## src/rtl/apbuart_ctrl.sv

```systemverilog
// apbuart_ctrl: APB master that configures an apbuart and then bridges its data register to rx/tx byte streams
module apbuart_ctrl #(
  parameter logic [31:0] PADDR = 32'h0000_0000,
  parameter int SBITS = 12,
  parameter logic [SBITS-1:0] SCALER = 12'd53,
  parameter logic [4:0] CTRL_OPT = 5'b00000
) (
  input  logic        clk,
  input  logic        rstn,
  output logic [31:0] paddr,
  output logic        psel,
  output logic        penable,
  output logic        pwrite,
  output logic [31:0] pwdata,
  input  logic [31:0] prdata,
  input  logic        pready,
  input  logic [7:0]  tx_data,
  input  logic        tx_valid,
  output logic        tx_ready,
  output logic [7:0]  rx_data,
  output logic        rx_valid,
  input  logic        rx_ready,
  output logic        cfg_done,
  output logic [7:0]  err_cnt
);
  typedef enum logic [2:0] {CFG_SCL, CFG_CTL, POLL, RD, WR} state_t;
  state_t st, nxt;
  logic done, err;
  logic [31:0] off, wdata;
  always_comb begin
    done = psel & penable & pready;
    err = |prdata[6:4];
    nxt = !done ? st :
          st == CFG_SCL ? CFG_CTL :
          st != POLL ? POLL :
          (prdata[0] && !rx_valid) ? RD :
          (prdata[2] && tx_valid) ? WR : POLL;
    off = nxt == CFG_SCL ? 32'hC : nxt == CFG_CTL ? 32'h8 : nxt == POLL ? 32'h4 : 32'h0;
    wdata = nxt == CFG_SCL ? 32'(SCALER) :
            nxt == CFG_CTL ? {25'b0, CTRL_OPT, 2'b11} :
            nxt == WR ? {24'b0, tx_data} : 32'h0;
  end
  always_ff @(posedge clk) begin
    if (!rstn) begin
      st <= CFG_SCL;
      psel <= 1'b0;
      penable <= 1'b0;
      pwrite <= 1'b0;
      paddr <= 32'h0;
      pwdata <= 32'h0;
      tx_ready <= 1'b0;
      rx_valid <= 1'b0;
      rx_data <= 8'h0;
      cfg_done <= 1'b0;
      err_cnt <= 8'h0;
    end else begin
      tx_ready <= 1'b0;
      if (rx_valid && rx_ready) rx_valid <= 1'b0;
      if (!psel || done) begin
        st <= nxt;
        psel <= 1'b1;
        penable <= 1'b0;
        paddr <= PADDR + off;
        pwrite <= nxt inside {CFG_SCL, CFG_CTL, WR};
        pwdata <= wdata;
      end else penable <= 1'b1;
      if (done && st == CFG_CTL) cfg_done <= 1'b1;
      if (done && st == POLL && err && err_cnt != 8'hFF) err_cnt <= err_cnt + 8'h1;
      if (done && st == POLL && nxt == WR) tx_ready <= 1'b1;
      if (done && st == RD) begin
        rx_data <= prdata[7:0];
        rx_valid <= 1'b1;
      end
    end
  end
endmodule
```

## config.mk

```make
export PLATFORM = sky130hd
export DESIGN_NAME = apbuart_ctrl
export DESIGN_NICKNAME = d
export VERILOG_FILES = /design/src/rtl/apbuart_ctrl.sv
export SDC_FILE = /design/constraint.sdc
export NUM_CORES = 1
export LEC_CHECK = 0
export CORE_MARGIN = 1
export CORE_UTILIZATION = 32
export CTS_CLUSTER_DIAMETER = 120
export DETAILED_ROUTE_END_ITERATION = 10
export MAX_ROUTING_LAYER = met4
export PLACE_DENSITY = 0.76
export SLEW_MARGIN = 20
export SYNTH_ARGS = -nofsm -noshare
export SYNTH_HDL_FRONTEND = slang
export SYNTH_SLANG_ARGS = --single-unit
```

## constraint.sdc

```tcl
create_clock -name clk -period 1.4 [get_ports clk]
set_input_delay 0.21 -clock clk [delete_from_list [all_inputs] [get_ports clk]]
set_output_delay 0.21 -clock clk [all_outputs]
set_load 0.03 [all_outputs]
```

**Yosys cells after proc, flatten, opt, wreduce, memory -nomap -nowiden**

Cells that the tools add are included.

- Add/sub/neg operators: 1
- $mul: 0
- Divide/modulo/power cells: 0
- Order comparisons: 0
- Eq/ne operators: 8
- Shift-type cells: 0
- Multiplexer cells: 15
- Bitwise operators: 2
- Reduce and logical (&&, ||, !) cells: 17

Operator list:

| kind | number |
|---|---|
| 8-bit 2-to-1 mux | 3 |
| 3-bit 2-to-1 mux | 6 |
| 3-bit by 2-bit == test with 1-bit output, second input constant | 3 |
| 1-bit logical AND | 9 |
| 8-bit by 1-bit adder with 8-bit output, second input constant | 1 |
| 4-bit 2-to-1 mux | 2 |
| 8-bit inequality test, second input constant | 1 |
| 3-bit by 1-bit == test with 1-bit output, second input constant | 2 |
| 3-bit zero test | 2 |
| 1-bit 2-to-1 mux | 4 |
| 3-bit == test, second input constant | 1 |
| 3-bit by 2-bit inequality test with 1-bit output, second input constant | 1 |
| 3-bit nonzero test | 1 |
| 3-bit OR reduction | 1 |
| 1-bit AND | 2 |
| 1-bit zero test | 2 |
| 2-bit nonzero test | 1 |
| 1-bit logical OR | 1 |

- Register bits after elaboration: 89
- Latch bits: 0
- Bits in writable memories: 0
- Bits in read-only memories: 0
- Input port bits: 45
- Output and inout bits: 86
- Word-level logic and storage cells: 54
- Memories kept: 0

**Depth between registers and ports, before layout**

- Word-level depth: 10
- Mapped depth: 6
- Depth with buffers taken out: 4

**Worst setup path before layout**

No wires, ideal clock.

- Path type: register -> register
- Start point: register psel
- End point: register err_cnt[5]
- Setup time: 0.132 ns
- Arrival time: 1.588 ns
- Data required time: 1.268 ns
- Setup slack: -0.320 ns
- Cell stages (with the launch flop): 7
- Path buffers: 2
- Period minus slack after synthesis: 1.720 ns
- Cell sequence: dfxtp_1 > and3_1 > buf_4 > nand4_4 > buf_2 > o41ai_1 > a21oi_1

- Cells in the longest elaborated chain, start to end: 5

Ends and longest elaborated chain:

| what | line | RTL |
|---|---|---|
| start: declaration | 11 | `output logic psel,` |
| start signal: assignment | 46 | `psel <= 1'b0;` |
| start signal: assignment | 61 | `psel <= 1'b1;` |
| 1-bit AND (2 in series) | 31 | `done = psel & penable & pready;` |
| 1-bit logical AND (3 in series) | 68 | `if (done && st == POLL && err && err_cnt != 8'hFF) err_cnt <= err_cnt + 8'h1;` |
| end signal: assignment | 68 |  |
| end: declaration | 24 | `output logic [7:0] err_cnt` |

No other way between the ends.
A chain may end at the register's enable or synchronous reset.

**Worst setup path after layout**

- Start point: register err_cnt[1]
- End point: register err_cnt[3]

- Cells in the longest elaborated chain, start to end: 2
- Elaborated cells on any way between the ends: 3
- Classes of those cells: add/sub (1); eq/ne (1); reduce/logical (1)

Ends and longest elaborated chain:

| what |
|---|
| parallel branches: the longest is 2 deep, another holds 8-bit by 1-bit adder with 8-bit output |

Parallel ways; which one is timed is not known.

==> results_tabular.tex <==
\begin{tabular}{lr}
\hline
Metric & Value \\
\hline
\multicolumn{2}{l}{\textbf{Status}} \\
\quad Failing checks & setup timing \\
\quad Result of the run & finished with violations \\
\multicolumn{2}{l}{\textbf{Power and ir drop}} \\
\quad Leakage Power & 0.00132 uW \\
\quad Maximum VDD drop & 0.614 mV \\
\quad PwrDens & 805 mW/mm\^{}2 \\
\quad Total Power Consumption & 2310 uW \\
\multicolumn{2}{l}{\textbf{Logic synthesis}} \\
\quad Post-synthesis sequential area ratio & 35.9\% \\
\quad XOR/XNOR Fraction of Synth Area & 0\% \\
\quad Most used DFF post-synth & sky130\_fd\_sc\_hd\_\_dfxtp\_1 \\
\quad Post-synthesis instance area & 0.00195 sq mm \\
\quad Post-synthesis register bit count & 35 \\
\quad Post-Synthesis Cells & 225 \\
\quad Multiplexer area fraction after synthesis & 4.61\% \\
\quad Synthesis Warnings & 0 \\
\quad Compound-Gate Fraction of Synth Area & 16.2\% \\
\quad Async S/R FF share, synth & 0\% \\
\quad Average cell area after synthesis & 8.68 sq um \\
\quad Combinational family with the most area after synthesis & buffers and inverters \\
\quad Number of distinct standard cells referenced by the synthesized netlist & 47 \\
\quad Adder-cell area share of the yosys netlist & 1.15\% \\
\quad Share of Yosys cell area claimed by the top area cell type & 35.9\% \\
\quad Top cells by area in the synthesized netlist & sky130\_fd\_sc\_hd\_\_dfxtp\_1, sky130\_fd\_sc\_hd\_\_buf\_4, sky130\_fd\_sc\_hd\_\_mux2i\_1 \\
\quad EDFF count, synth & 0 \\
\quad Leading area contributor after synthesis & sky130\_fd\_sc\_hd\_\_dfxtp\_1 \\
\quad Post-synthesis simple-gate area fraction & 17.7\% \\
\multicolumn{2}{l}{\textbf{Critical path}} \\
\quad R2R depth & 4 \\
\quad Setup Crit Path Kind & reg2reg \\
\quad Setup slack on the worst flop-to-flop path & -70 ps \\
\quad Largest incremental delay on the critical path & 520 ps \\
\quad Type of element launching the critical path & flop \\
\quad Max stage delay cell, worst path & sky130\_fd\_sc\_hd\_\_or4\_4 \\
\quad Origin of the worst setup path & err\_cnt[1] \\
\quad Critical path capture point type & flop \\
\quad Worst Path Required & 1630 ps \\
\quad Critical path cell sequence & ha\_4 -> and4\_4 -> or4\_4 -> a21oi\_2 \\
\quad Destination of the worst register-to-register timing path & err\_cnt[3] \\
\quad Arrival time reported for the critical path endpoint & 1700 ps \\
\quad RR Startpoint & err\_cnt[1] \\
\quad CP max FO & 7 \\
\multicolumn{2}{l}{\textbf{Floorplan}} \\
\quad Floorplan die area & 0.00642 sq mm \\
\quad Floorplan core area & 0.00592 sq mm \\
\quad Horizontal extent of the die & 80.1 microns \\
\quad Initial Utilization & 33.0\% \\
\quad I/O pin count & 131 \\
\quad \# rows & 28 \\
\quad Die Y-Extent & 80.1 microns \\
\multicolumn{2}{l}{\textbf{Min path}} \\
\quad Worst Hold Path Cells & 2 \\
\quad Path type of the worst min-delay path & reg2reg \\
\quad End point of the most critical hold path & pwdata[4] \\
\quad Hold Path Origin & pwdata[4] \\
\multicolumn{2}{l}{\textbf{GRT}} \\
\quad Number of antenna violations at the first check in global routing & 0 \\
\quad Via count of the first global-routing pass & 1,615 \\
\quad Maximum number of pins on one net before global-route repair & 13 \\
\quad Wire length of the first global-routing pass & 7310 microns \\
\quad Overflow after GRT & 0 \\
\quad All-layer global routing usage & 15.5\% \\
\multicolumn{2}{l}{\textbf{Clock tree}} \\
\quad Clk\_lat worst skew & 300 ps \\
\quad Clock Pin Slew Worst Setup and Hold Paths & 70 ps \\
\quad Clock buffer depth & 2 \\
\quad H-tree lvl count & 2 \\
\quad Hold-fix buffers at CTS & 0 \\
\quad Root buffer selected by CTS & sky130\_fd\_sc\_hd\_\_clkbuf\_8 \\
\quad Number of sinks driven by the clock tree & 35 \\
\quad TritonCTS clock tree & done \\
\quad Number of buffers created by CTS & 5 \\
\multicolumn{2}{l}{\textbf{STA}} \\
\quad Tmin final & 1470 ps \\
\quad Max Clk Rate & 0.679 GHz \\
\quad Clock skew & 9.44 ps \\
\quad Worst Slack Setup Final & -71.7 ps \\
\quad Final hold violation count & 0 \\
\quad Final worst path period share & 105\% \\
\quad Unrepaired setup endpoints after global routing & true \\
\quad Count of endpoints failing setup in the final report & 11 \\
\quad Number of max-slew violations in the final report & 0 \\
\multicolumn{2}{l}{\textbf{Layout}} \\
\quad Ant diodes & 0 \\
\quad Final non-filler cell area & 0.00287 sq mm \\
\quad Area overhead of the layout relative to synthesis & 46.9\% \\
\quad Fillers & 595 \\
\quad Fin nets & 357 \\
\quad Layout cells sized above 1 & 27.6\% \\
\quad Final standard cell utilization of the core & 48.5\% \\
\multicolumn{2}{l}{\textbf{Drt}} \\
\quad Residual DRC & 0 \\
\quad WL/cell & 12.5 microns \\
\quad Post-DR vias/cell & 4.63 \\
\quad Via count & 1,792 \\
\quad DRT iter0 DRCs & 21 \\
\quad Detailed-router iteration count before antenna repair & 6 \\
\quad Remaining antenna violation count & 0 \\
\quad Routed wire length & 4850 microns \\
\multicolumn{2}{l}{\textbf{Placed design}} \\
\quad Weighted congestion at the end of routability-driven global placement & 0.893 \\
\quad Post-Place Setup Slack & -504 ps \\
\quad Placed instance area & 0.00263 sq mm \\
\quad Detailed Place HPWL & 3370 microns \\
\quad Port Buffer Count & 52 \\
\multicolumn{2}{l}{\textbf{Flow run}} \\
\quad Count of max-cap constraint violations & 0 \\
\hline
\end{tabular}
## synthesized netlist by cell type (2+ instances only)
master                     number
sky130_fd_sc_hd__a211o_1        2
sky130_fd_sc_hd__a21boi_0       2
sky130_fd_sc_hd__a21oi_1       15
sky130_fd_sc_hd__a22o_1         3
sky130_fd_sc_hd__a31oi_1        4
sky130_fd_sc_hd__and2_1         2
sky130_fd_sc_hd__and3_1         2
sky130_fd_sc_hd__buf_2          6
sky130_fd_sc_hd__buf_4         55
sky130_fd_sc_hd__clkbuf_1       4
sky130_fd_sc_hd__dfxtp_1       35
sky130_fd_sc_hd__inv_1          3
sky130_fd_sc_hd__mux2i_1        9
sky130_fd_sc_hd__nand2_1       10
sky130_fd_sc_hd__nand2b_1       2
sky130_fd_sc_hd__nand3_1        7
sky130_fd_sc_hd__nand4_1        3
sky130_fd_sc_hd__nor2_1        16
sky130_fd_sc_hd__o21ai_0        9
sky130_fd_sc_hd__o31ai_1        3
sky130_fd_sc_hd__o41ai_1        3
sky130_fd_sc_hd__or3_1          2
sky130_fd_sc_hd__or4_1          4
## cell type report
class / count / area, sq um / area share, %
clock buffer: 7 / 96.3 / 3.36
clock inverter: 1 / 6.26 / 0.218
inverter: 4 / 15.0 / 0.523
multi-input combinational: 175 / 1140 / 39.8
sequential: 35 / 726 / 25.3
tap: 75 / 93.8 / 3.27
timing repair buffer: 90 / 791 / 27.6
## critical path: cells and delay by family (launching register included)
| kind | cells | cell delay, ps |
|---|---|---|
| flops | 1 | 360 |
| compound gates | 1 | 130 |
| simple gates | 2 | 740 |
| fa+ha+maj | 1 | 170 |
## worst max-delay path by stage
stage                       to  slack (ps)  cells past startpoint
finish              err_cnt[3]         -70                      4
global route         pwdata[7]        -130                      4
CTS                  pwdata[3]        -120                      4
detailed placement   pwdata[7]        -500                      5
global placement     pwdata[3]        -430                      5
floorplan           err_cnt[2]         -70                      5
## repair_timing
action,CTS,global route
gates resized for setup,44,30
hold endpoints to repair,0,0
gates cloned,1,0
endpoints found under the setup margin,57,33
setup buffers,2,1
pin swaps,13,16
## placed cells by master, fill, tap and decap left out, types with 4 or more instances in the layout
cell	count
sky130_fd_sc_hd__conb_1	54
sky130_fd_sc_hd__buf_4	32
sky130_fd_sc_hd__dfxtp_1	25
sky130_fd_sc_hd__dlygate4sd2_1	25
sky130_fd_sc_hd__clkdlybuf4s50_1	19
sky130_fd_sc_hd__nor2_1	16
sky130_fd_sc_hd__nand2_1	10
sky130_fd_sc_hd__mux2i_1	9
sky130_fd_sc_hd__a21oi_1	9
sky130_fd_sc_hd__nand3_1	7
sky130_fd_sc_hd__o21ai_0	7
sky130_fd_sc_hd__clkbuf_8	7
sky130_fd_sc_hd__a21oi_2	6
sky130_fd_sc_hd__dfxtp_4	5
sky130_fd_sc_hd__dfxtp_2	5
sky130_fd_sc_hd__clkdlybuf4s15_1	5
sky130_fd_sc_hd__buf_6	5
sky130_fd_sc_hd__a31oi_1	4
## per-stage QoR
stage,setup TNS [ps],hold slack [ps],std cells
5_1_grt,-1920,482,387
6_report,-429,447,387
3_3_place_gp,-10240,439,375
2_1_floorplan,-407,300,278
3_5_place_dp,-11180,442,375
4_1_cts,-513,454,386
## layer usage
metal / share of wire (%) / global-route usage, %
met1: 42 / 17.3
met2: 50 / 26.2
met3: 5.6 / 3.64
met4: 1.9 / 7.32
met5: 0 / -
## state kept, by name, indices dropped and copies added (netlist names)
name      flops
pwdata        8
psel          1
st            3
rx_data       8
rx_valid      1
penable       1
pwrite        1
paddr         2
cfg_done      1
tx_ready      1
err_cnt       8
## kinds of logic after synthesis
group | count (synthesis)
other | 1
and+or+nand+nor | 61
muxes | 9
adders and majority gates | 2
DFF | 35
buffers and inverters | 69
AOI/OAI and AO/OA | 48
## power breakdown
part	switching (uW)	internal, uW
registers	15.7	1010
clock network	383	449
logic	324	128
Power figures use the tool's default switching activity.
==> RTL change, RTL diff (config.mk and constraints unchanged) <==
Register the output `err_cnt` once more, without a reset; this adds one clock of latency there. The other outputs are not delayed to match.
--- a/src/rtl/apbuart_ctrl.sv
+++ b/src/rtl/apbuart_ctrl.sv
@@ -24,6 +24,8 @@
   output logic [7:0]  err_cnt
 );
   typedef enum logic [2:0] {CFG_SCL, CFG_CTL, POLL, RD, WR} state_t;
+
+  logic [7:0] err_cnt_s0;
   state_t st, nxt;
   logic done, err;
   logic [31:0] off, wdata;
@@ -52,7 +54,7 @@
       rx_valid <= 1'b0;
       rx_data <= 8'h0;
       cfg_done <= 1'b0;
-      err_cnt <= 8'h0;
+      err_cnt_s0 <= 8'h0;
     end else begin
       tx_ready <= 1'b0;
       if (rx_valid && rx_ready) rx_valid <= 1'b0;
@@ -65,7 +67,7 @@
         pwdata <= wdata;
       end else penable <= 1'b1;
       if (done && st == CFG_CTL) cfg_done <= 1'b1;
-      if (done && st == POLL && err && err_cnt != 8'hFF) err_cnt <= err_cnt + 8'h1;
+      if (done && st == POLL && err && err_cnt_s0 != 8'hFF) err_cnt_s0 <= err_cnt_s0 + 8'h1;
       if (done && st == POLL && nxt == WR) tx_ready <= 1'b1;
       if (done && st == RD) begin
         rx_data <= prdata[7:0];
@@ -73,4 +75,8 @@
       end
     end
   end
+  always_ff @(posedge clk) begin
+    err_cnt <= err_cnt_s0;
+  end
+
 endmodule
Check against the original RTL: not equivalent (a bounded check fails within 10 cycles, from zero or initial values and one cycle with rstn low).
==> RTL change against the unedited design <==
- the flow still finishes with violations (negative setup slack)
- clock power rose by 4.0%
- highest routed layer unchanged
- setup slack improved by 24 ps
- total power is 10% higher
- global-route usage is 1.5 points lower
- first-iteration DRC count increased to 3.3 times the old value
- routed wire length decreased by 8.0%
- area after synthesis rose by 4.4%
- fmax is 1.7% higher
- cell area decreased by 0.31%
- via count shrank 5.5%
- sequential cell count up 8
==> RTL change: results <==
[placement]
placement.cell_area_um2 = 2710
routabilityCongestion = 0.809
place_ws_ps = -409
dp_hpwl_mm = 3.19

[finish]
fillers = 589
fin_nets = 356
syn2layout_area_growth_pct = 40.3
drive_above_1_share = 0.228

[floorplanning]
design.die.area_um2 = 6690

[power]
leakage_nw = 1.34

[min_path]
hold_class = "input port to register"

[critical_path]
max_stage_delay_ps = 540
crit_fanout = 6
critPathArrivalTime_ps = 1680

[timing]
clock_skew_ps = 6.06
fin_ws_ps = -47.5
setup_viol = 4

[run_status]
status = "finished with violations"
violations = "negative setup slack"

[routing]
wl_per_cell_um = 11.6
drtPass1Iterations = 4
vias = 1693

[global_routing]
grt_pass1_wl_mm = 6.90
grt_max_degree = 21
grt_usage = 0.140

[synth]
ys_types = 44
synth_area_leaders = "dfxtp_1 42%, buf_4 20%, mux2i_1 4.9%"
[RTL change: metrics by stage]
| step | TNS, ps | cells |
|---|---|---|
| after floorplan | -314 | 273 |
| after global placement | -8900 | 374 |
| after detailed placement | -9670 | 374 |
| after CTS | -85.5 | 385 |
| after global routing | -1130 | 386 |
| final | -125 | 386 |
[RTL change: layout make-up]
cell class | instances | area share
clock buffer | 8 | 0.0350
multi-input combinational | 164 | 0.343
sequential | 43 | 0.306
tap | 75 | 0.0328
timing repair buffer | 91 | 0.276
inverter | 5 | 0.00656
[RTL change: tightest hold or removal path, cell delays in order]
cell	delay (ps)
dlymetal6s2s_1	110
mux2i_1	80
nor2_1	70
[RTL change: cells by family after synthesis]
kind of cell	share of synthesized area
AO/OA/AOI/OAI	0.111
buffers and inverters	0.234
XOR/XNOR	0.00430
adder cells (fa/ha/maj)	0.00614
AND/OR/NAND/NOR	0.171
multiplexers	0.0491
flip-flops	0.422
other	0.00184
[RTL change: final timing paths]
check                             startpoint                    endpoint  slack (ps)
hold reg to reg   err_cnt_s0[7]$_SDFFE_PN0P_          err_cnt[7]$_DFF_P_         410
setup / recovery          st[0]$_SDFFE_PN0N_  err_cnt_s0[7]$_SDFFE_PN0P_         -50
hold / removal                     prdata[5]     rx_data[5]$_SDFFE_PN0P_         220
setup reg to reg          st[0]$_SDFFE_PN0N_  err_cnt_s0[7]$_SDFFE_PN0P_         -50
[RTL change: where the power goes]
group          switching (W)  leakage [nW]  internal, W
combinational       0.000307         0.934     0.000117
clock               0.000415        0.0515     0.000450
sequential         0.0000136         0.352      0.00124
[RTL change: per-layer routing]
metal  wire [um]  global-route usage  vias up  share of wire
met5           0                   -        -              0
met4          94              0.0596        0          0.021
met3         259              0.0311        9          0.058
met2        2250               0.242       68           0.50
met1        1860               0.153      785           0.42
li1            -                   -      831              -
[RTL change: repair_timing]
| action | CTS | global route |
|---|---|---|
| resized for setup | 42 | 12 |
| buffers inserted | 2 | 1 |
| setup endpoints to repair | 50 | 23 |
| pin swaps | 10 | 9 |
| cloned | 1 | 0 |
